### config.mk
export PLATFORM = sky130hd
export DESIGN_NAME = rv32imf_apu_wb_buf
export DESIGN_NICKNAME = d
export VERILOG_FILES = /design/src/rtl/rv32imf_apu_wb_buf.sv
export SDC_FILE = /design/constraint.sdc
export NUM_CORES = 1
export LEC_CHECK = 0
export BUFFER_PORTS_ARGS = -buffer_cell sky130_fd_sc_hd__buf_2
export CAP_MARGIN = 5
export CORE_AREA = 2 2 111 113
export CTS_CLUSTER_DIAMETER = 150
export DETAILED_ROUTE_END_ITERATION = 8
export DIE_AREA = 0 0 113 115
export PLACE_DENSITY = 0.67
export SYNTH_ARGS = -nofsm -noshare
export SYNTH_HDL_FRONTEND = slang
export SYNTH_SLANG_ARGS = --single-unit
export TNS_END_PERCENT = 100
### constraint.sdc
create_clock -name clk_i -period 4.24 [get_ports clk_i]
set_clock_uncertainty 0.2 [all_clocks]
set_input_delay 0.212 -clock clk_i [delete_from_list [all_inputs] [get_ports clk_i]]
set_output_delay 0.212 -clock clk_i [all_outputs]
set_load 0.1 [all_outputs]
### src/rtl/rv32imf_apu_wb_buf.sv
// APU result write-back buffer: bypasses results straight to the register-file write port when it is free,
// otherwise queues them in program order and drains them when the port frees up.
module rv32imf_apu_wb_buf #(
  parameter int unsigned DEPTH   = 2,
  parameter int unsigned DATA_W  = 32,
  parameter int unsigned ADDR_W  = 6,
  parameter int unsigned FLAGS_W = 5
) (
  input  logic                         clk_i,
  input  logic                         rst_i,
  input  logic                         apu_rvalid_i,
  input  logic [DATA_W-1:0]            apu_result_i,
  input  logic [FLAGS_W-1:0]           apu_flags_i,
  input  logic [ADDR_W-1:0]            apu_waddr_i,
  input  logic                         wb_port_busy_i,
  input  logic [3*ADDR_W-1:0]          read_regs_i,
  input  logic [2:0]                   read_regs_valid_i,
  output logic                         regfile_we_o,
  output logic [ADDR_W-1:0]            regfile_waddr_o,
  output logic [DATA_W-1:0]            regfile_wdata_o,
  output logic                         fflags_we_o,
  output logic [FLAGS_W-1:0]           fflags_o,
  output logic                         read_dep_o,
  output logic [$clog2(DEPTH+1)-1:0]   count_o,
  output logic                         stall_o,
  output logic                         overflow_o
);

  localparam int unsigned PTR_W = (DEPTH > 1) ? $clog2(DEPTH) : 1;
  localparam int unsigned CNT_W = $clog2(DEPTH + 1);

  typedef struct packed {
    logic [ADDR_W-1:0]  waddr;
    logic [DATA_W-1:0]  data;
    logic [FLAGS_W-1:0] flags;
  } entry_t;

  entry_t            mem_q [DEPTH];
  logic [PTR_W-1:0]  wptr_q, rptr_q;
  logic [CNT_W-1:0]  count_q;
  logic              overflow_q;

  logic              empty, full, drain, bypass, push, drop;
  logic              dep;
  logic [PTR_W-1:0]  idx;
  entry_t            head;

  assign empty  = (count_q == '0);
  assign full   = (count_q == CNT_W'(DEPTH));
  assign drain  = !wb_port_busy_i && !empty;
  assign bypass = apu_rvalid_i && !wb_port_busy_i && empty;
  // A full FIFO may still accept a push on a cycle it also pops.
  assign push   = apu_rvalid_i && !bypass && (!full || drain);
  assign drop   = apu_rvalid_i && !bypass && full && !drain;
  assign head   = mem_q[rptr_q];

  // Pointers, occupancy and the sticky overflow flag
  always_ff @(posedge clk_i or posedge rst_i) begin
    if (rst_i) begin
      wptr_q     <= '0;
      rptr_q     <= '0;
      count_q    <= '0;
      overflow_q <= 1'b0;
    end else begin
      if (push) wptr_q <= (wptr_q == PTR_W'(DEPTH - 1)) ? '0 : wptr_q + PTR_W'(1);
      if (drain) rptr_q <= (rptr_q == PTR_W'(DEPTH - 1)) ? '0 : rptr_q + PTR_W'(1);
      if (push && !drain)      count_q <= count_q + CNT_W'(1);
      else if (drain && !push) count_q <= count_q - CNT_W'(1);
      if (drop) overflow_q <= 1'b1;
    end
  end

  // Entry storage; validity is tracked by the pointers alone
  always_ff @(posedge clk_i) begin
    if (push) mem_q[wptr_q] <= '{waddr: apu_waddr_i, data: apu_result_i, flags: apu_flags_i};
  end

  // Write-port mux: bypass or head-of-queue, zeros when idle
  always_comb begin
    regfile_we_o    = 1'b0;
    regfile_waddr_o = '0;
    regfile_wdata_o = '0;
    fflags_we_o     = 1'b0;
    fflags_o        = '0;
    if (!rst_i) begin
      if (bypass) begin
        regfile_we_o    = 1'b1;
        regfile_waddr_o = apu_waddr_i;
        regfile_wdata_o = apu_result_i;
        fflags_we_o     = 1'b1;
        fflags_o        = apu_flags_i;
      end else if (drain) begin
        regfile_we_o    = 1'b1;
        regfile_waddr_o = head.waddr;
        regfile_wdata_o = head.data;
        fflags_we_o     = 1'b1;
        fflags_o        = head.flags;
      end
    end
  end

  // Hazard: an ID source targets a buffered entry that is not retiring this cycle, or the incoming result
  always_comb begin
    dep = 1'b0;
    idx = '0;
    for (int unsigned k = 0; k < DEPTH; k++) begin
      idx = PTR_W'((32'(rptr_q) + k) % DEPTH);
      if ((CNT_W'(k) < count_q) && !((k == 0) && drain)) begin
        for (int unsigned j = 0; j < 3; j++) begin
          if (read_regs_valid_i[j] && (read_regs_i[j*ADDR_W +: ADDR_W] == mem_q[idx].waddr)) dep = 1'b1;
        end
      end
    end
    if (apu_rvalid_i && !bypass) begin
      for (int unsigned j = 0; j < 3; j++) begin
        if (read_regs_valid_i[j] && (read_regs_i[j*ADDR_W +: ADDR_W] == apu_waddr_i)) dep = 1'b1;
      end
    end
  end

  assign read_dep_o = dep && !rst_i;
  assign count_o    = count_q;
  assign stall_o    = (count_q >= CNT_W'(DEPTH - 1));
  assign overflow_o = overflow_q;

endmodule

Word-level counts from Yosys, hierarchy flattened
Memory sizes are Yosys's and may differ from the RTL's.
Index checks and enable logic that the tools add are counted.
Storage, ports and cells
  output and inout bits: 50
  bits of input ports: 68
  memories kept: 1
  register bits after elaboration: 5
  memory bits (writable): 86
Operators by class
  $add $sub $neg: 5
  eq/ne operators: 10
  magnitude comparators: 3
  reductions and logical operators: 30
  multiplexer cells: 30
Memories
  mem_q: depth 2, width 43, rd ports 2, clocked after memory_dff 0, write ports 1, line 38  | entry_t mem_q [DEPTH];
Operators with widths (number)
  $mux 32: 3
  $eq 6x6->1: 9
  $logic_and 1x1->1: 20
  $mux 1: 19
  $mux 6: 3
  $mux 5: 3
  $logic_not 1->1: 7
  $lt 1x2->1 const A: 2
  $mux 2: 2
  $add 1x1->1 const B: 3
  $add 2x1->2 const B: 1
  $eq 2x2->1 const B: 1
  $ge 2x1->1 const B: 1
  $logic_not 2->1: 1
  $reduce_bool 2->1: 1
  $sub 2x1->2 const B: 1
  $logic_or 1x1->1: 1

Depth between registers and ports, before layout
An unclocked memory read counts as a cell.
  depth in word-level cells: 16
  mapped depth: 8
  mapped depth without buffers: 8

Least setup slack after synthesis
Ideal clock, no wire load.
  path type: register to output
  from: register count_q[0] (netlist: count_o[0])
  to: output regfile_we_o
  arrival: 4253 ps
  buffers on the path: 1
  required time: 3828 ps
  stages on the path, launching flop included: 5
  path slack: -425 ps
  cell sequence: dfrtp_1 -> inv_1 -> ha_1 -> a211oi_1 -> buf_4
Between the ends
  word-level cells in the longest chain between the ends: 6
  elaborated cells on any way between the ends: 7
Ends and longest elaborated chain
  start, declared: line 40  | logic [CNT_W-1:0] count_q;
  start signal, assigned: line 67  | if (push && !drain) count_q <= count_q + CNT_W'(1);
  start signal, assigned: line 68  | else if (drain && !push) count_q <= count_q - CNT_W'(1);
  $logic_not 2->1 *: line 48  | assign empty = (count_q == '0);
  $logic_not 1->1: line 50  | assign drain = !wb_port_busy_i && !empty;
  $logic_and 1x1->1: line 50
  $mux 1
  $mux 1 * (2 in series)
  end, declared: line 18  | output logic regfile_we_o,
Mark *: on every way between the ends. The rest lies on a longest branch, timed or not.

Worst setup path in the final report
  from: register rptr_q
  to: output read_dep_o
Between the ends
  word-level cells in the longest chain between the ends: 16
  elaborated cells on any way between the ends: 27
Ends and longest elaborated chain
  start, declared: line 39  | logic [PTR_W-1:0] wptr_q, rptr_q;
  start signal, assigned: line 66  | if (drain) rptr_q <= (rptr_q == PTR_W'(DEPTH - 1)) ? '0 : rptr_q + PTR_W'(1);
  $mem_v2 2x43 *
  $eq 6x6->1: line 110  | if (read_regs_valid_i[j] && (read_regs_i[j*ADDR_W +: ADDR_W] == mem_q[idx].waddr)) dep = 1'b1;
  $logic_and 1x1->1: line 110
  $mux 1 (3 in series): line 110
  $mux 1: line 108  | if ((CNT_W'(k) < count_q) && !((k == 0) && drain)) begin
  $mux 1 (3 in series): line 110
  $mux 1 *: line 108
  $mux 1 (3 in series): line 116  | if (read_regs_valid_i[j] && (read_regs_i[j*ADDR_W +: ADDR_W] == apu_waddr_i)) dep = 1'b1;
  $mux 1 *: line 114  | if (apu_rvalid_i && !bypass) begin
  $logic_and 1x1->1 *: line 121  | assign read_dep_o = dep && !rst_i;
  end, declared: line 23  | output logic read_dep_o,
Marked as above.

==> tab_implementation.tex <==
\begin{tabular}{lr}
\hline
Metric & Value \\
\hline
\multicolumn{2}{l}{\textbf{Clock tree}} \\
Clk sink count & approximately 90 \\
Clock H-tree levels & 3 \\
Clock root cell & sky130\_fd\_sc\_hd\_\_clkbuf\_16 \\
Clock tree from TritonCTS & yes \\
Clock buffer count from CTS & 9 \\
Worst-skew pair later-pin latency & 0.33 ns \\
Clock-pin slew on the worst setup and hold paths & 0.07 ns \\
Post-CTS Resized & 0 \\
Max Root-Sink Buffers & 2 \\
\multicolumn{2}{l}{\textbf{Detailed routing}} \\
Detailed route wirelength on metal2 & 5590 um \\
Vias per cell & 4.96 \\
DRT met1 WL & 5360 um \\
Total length of routed met3 wires & 646 um \\
Antenna Nets Post-Route & 0 \\
Highest metal layer with signal wires & met4 \\
Average wire per cell in the routed design & 16.8 um \\
DRC errors left & 9 \\
Count of vias placed by the detailed router & 3456 \\
Initial DRC count & 235 \\
Final routed wirelength across all metal layers & 11700 um \\
1st-pass router iterations & 6 \\
\multicolumn{2}{l}{\textbf{Yosys}} \\
Synth top area share & 55.5\% \\
Mean post-synth cell area & 11.8 sq um \\
Multiplexer fraction of the synthesized cell area & 10.7\% \\
Dominant cells by area after synthesis & sky130\_fd\_sc\_hd\_\_edfxtp\_1 (55\%), sky130\_fd\_sc\_hd\_\_mux2i\_1 (10\%), sky130\_fd\_sc\_hd\_\_nor2\_1 (7.2\%), sky130\_fd\_sc\_hd\_\_xnor2\_1 (5.5\%), sky130\_fd\_sc\_hd\_\_xor2\_1 (5.5\%) \\
Main combinational cell family by area after synthesis & XOR/XNOR gates \\
Cell type with the largest total area after synthesis & sky130\_fd\_sc\_hd\_\_edfxtp\_1 \\
Top flip-flop cell by instance count after synthesis & sky130\_fd\_sc\_hd\_\_edfxtp\_1 \\
Netlist Area Pre-Place & 4660 sq um \\
Share of the yosys chip area belonging to registers & 58.1\% \\
Number of nets in the synthesized netlist & 468 \\
Async set-or-reset flop fraction in the synthesized netlist & 5.49\% \\
Fraction of the mapped netlist area in compound gates & 5.72\% \\
Post-synthesis simple-gate area fraction & just over 10\% \\
Number of enable-type register cells in the synthesized netlist & 86 \\
Gate Count Post-Synth & 395 \\
Xor/xnor share of the synthesized area & 10.9\% \\
Synth Register Bits & 91 \\
Synth cell types & 30 \\
Arithmetic-cell share of the synthesized area counting full adders, half adders and majority gates & under 10\% \\
Count of warnings emitted by yosys & 0 \\
\multicolumn{2}{l}{\textbf{Placed design}} \\
Weighted congestion reported at the end of routability-driven placement & 0.850 \\
Number of I/O port buffers & 117 \\
HPWL Detailed & 7580 um \\
Worst setup slack after placement & 1.03 ns \\
\multicolumn{2}{l}{\textbf{Critical path}} \\
Data arrival, critical path & 3.13 ns \\
Cell-by-cell trace of the critical path & mux2i\_1, xor2\_1, nand4\_1, nor4\_1, o311ai\_1, a41oi\_1, buf\_2 \\
Crit path largest cell delay & 0.89 ns \\
Type of the worst setup path & register to primary output \\
Number of buffer and inverter instances along the worst setup path & 1 \\
FF-to-FF path depth & 6 \\
Critical register-to-register path endpoint & mem\_q[1][8] \\
Gate family responsible for the most delay along the worst path & flip-flops \\
Top fanout value on the critical path & 26 \\
R2r setup slk & 1.44 ns \\
Startpoint of the lowest-slack register-to-register path & count\_o[0] \\
Critical path endpoint category & primary output \\
Critical path's slowest cell & sky130\_fd\_sc\_hd\_\_dfrtp\_2 \\
Req. time, crit path & 3.83 ns \\
Type of element launching the critical path & register \\
\multicolumn{2}{l}{\textbf{STA}} \\
Worst Slack Setup Final & approximately 0.7 ns \\
Unrepaired setup endpoints after global routing & no \\
Part of the cycle the worst path needs & 83.6\% \\
Maximum clock frequency & between 200 and 300 MHz \\
Shortest period the worst path allows & $\sim$3.5 ns \\
Pin slew with the least headroom to its limit & 1.07 ns \\
Setup tns final & 0 ns \\
Headroom to the max-slew limit & 28.7\% \\
Number of failing hold endpoints at the final stage & 0 \\
Final count of pins violating max slew & 0 \\
Final number of setup-violating endpoints & 0 \\
\multicolumn{2}{l}{\textbf{GRT}} \\
Overflow after GRT & 0 \\
Wire length of the first global-routing pass & $\sim$18000 um \\
Total global routing track utilization & 18.1\% \\
Vias in the first global route & $\sim$3500 \\
Number of antenna violations at the first check in global routing & 0 \\
Maximum number of pins on one net before global-route repair & 47 \\
\multicolumn{2}{l}{\textbf{Power and ir drop}} \\
Power per standard cell area & 686 nW/um\^{}2 \\
Standby leakage power & roughly 2.5 nW \\
Sum of internal, switching and leakage power & 4.18 mW \\
Maximum vdd ir drop & around 410 uV \\
\multicolumn{2}{l}{\textbf{Floorplan}} \\
Die extent in x & approximately 110 um \\
Site row count & 40 \\
Die Y-Extent & 115 um \\
Boundary pin count & 118 \\
Area of the die & 13000 sq um \\
Initial Util & about two fifths \\
Area of the placeable core & between 10000 and 15000 sq um \\
\multicolumn{2}{l}{\textbf{Worst hold path}} \\
Classification of the worst-slack hold path & input pin to register \\
Destination of the worst hold path & overflow\_o \\
Instance count along the most critical hold path & 3 \\
Min-delay src & wb\_port\_busy\_i \\
\multicolumn{2}{l}{\textbf{Outcome}} \\
Failing checks & DRC \\
Outcome & complete, but fails checks \\
\multicolumn{2}{l}{\textbf{Finish}} \\
Number of diodes & 0 \\
Final core utilization & 51.5\% \\
Share of post-route cells with drive strength above 1 & between 20\% and 30\% \\
Post-layout net count & 618 \\
Layout overhead on the synthesized area & 30.7\% \\
\multicolumn{2}{l}{\textbf{Job}} \\
Reported max-cap violation count & 0 \\
\hline
\end{tabular}
==> registers in the layout (all words and copies together), names as in the netlist <==
register,flops
overflow_o,1
count_o,2
wptr_q,1
rptr_q,1
mem_q,86
==> report_power, final <==
part / total (mW) / internal [mW] / switching (mW)
registers: 1.36 / 1.23 / 0.130
clock network: 0.868 / 0.522 / 0.346
logic: 1.95 / 0.523 / 1.43
==> worst max path at each step <==
| stage | startpoint | endpoint | slack (ns) | depth (start not counted) |
|---|---|---|---|---|
| 2_1_floorplan | count_o[0] | mem_q[0][0] | 0.1 | 5 |
| 3_3_place_gp | rptr_q | read_dep_o | 0.99 | 7 |
| 3_5_place_dp | rptr_q | read_dep_o | 1.03 | 7 |
| 4_1_cts | rptr_q | read_dep_o | 0.65 | 7 |
| 5_1_grt | rptr_q | read_dep_o | 0.38 | 7 |
| 6_report | rptr_q | read_dep_o | 0.70 | 7 |
==> worst register-to-register path: cells and delay by family, from the launching register on <==
family	cells	cell delay [ns]
and+or+nand+nor	3	1.29
buffers and inverters	2	0.24
DFF	1	0.41
adders and majority gates	1	0.26
==> cells in the mapped netlist, types with 4 or more instances <==
cell,instances
sky130_fd_sc_hd__buf_2,4
sky130_fd_sc_hd__a21oi_1,43
sky130_fd_sc_hd__nand4_1,9
sky130_fd_sc_hd__xor2_1,29
sky130_fd_sc_hd__dfrtp_1,5
sky130_fd_sc_hd__nor4_1,8
sky130_fd_sc_hd__ha_1,5
sky130_fd_sc_hd__xnor2_1,29
sky130_fd_sc_hd__edfxtp_1,86
sky130_fd_sc_hd__nor2_1,89
sky130_fd_sc_hd__inv_1,7
sky130_fd_sc_hd__clkbuf_1,12
sky130_fd_sc_hd__mux2i_1,47
==> kinds of logic after synthesis <==
kind of cell	Yosys count
flops	91
simple gates	114
compound gates	50
fa+ha+maj	5
buf+inv	28
mux	49
xor+xnor	58
==> stage by stage <==
stage / area, sq um / hold WS, ns / std cells
after floorplan: 4660 / 0.111 / 395
after global placement: 5370 / 0.212 / 642
after detailed placement: 5370 / 0.219 / 642
after CTS: 6090 / 0.00259 / 697
after global routing: 6090 / 0.0138 / 697
final: 6090 / 0.0169 / 697
==> cell usage in the layout, fill, tap and decap left out, types with 4 or more instances in the layout <==
| cell type | Yosys | routed |
|---|---|---|
| sky130_fd_sc_hd__inv_1 | 7 | 7 |
| sky130_fd_sc_hd__ha_1 | 5 | 5 |
| sky130_fd_sc_hd__clkbuf_16 | 0 | 9 |
| sky130_fd_sc_hd__nor4_1 | 8 | 8 |
| sky130_fd_sc_hd__xor2_1 | 29 | 29 |
| sky130_fd_sc_hd__buf_4 | 1 | 4 |
| sky130_fd_sc_hd__buf_2 | 4 | 117 |
| sky130_fd_sc_hd__edfxtp_1 | 86 | 86 |
| sky130_fd_sc_hd__dlygate4sd3_1 | 0 | 39 |
| sky130_fd_sc_hd__xnor2_1 | 29 | 29 |
| sky130_fd_sc_hd__nand4_1 | 9 | 9 |
| sky130_fd_sc_hd__mux2i_1 | 47 | 47 |
| sky130_fd_sc_hd__dfrtp_1 | 5 | 4 |
| sky130_fd_sc_hd__nor2_1 | 89 | 87 |
| sky130_fd_sc_hd__a21oi_1 | 43 | 43 |
==> timing repair <==
action | CTS | global route
hold buffers | 39 | 0
setup buffers | 0 | 0
endpoints found under the hold margin | 77 | 0
==> cell type report <==
class	instances	area [sq um]
Inverter	7	26.3
Sequential cell	91	2710
Fill cell	1076	5720
Multi-Input combinational cell	276	1840
Tap cell	147	184
Clock buffer	9	225
Clock inverter	7	100
Timing Repair Buffer	160	1010
==> per-layer routing <==
metal	vias up	global-route usage, %
li1	1711	-
met1	1623	23.7
met2	111	30.8
met3	11	3.80
met4	0	4.72
met5	-	0
No activity file was read; power rests on OpenSTA's default activity.
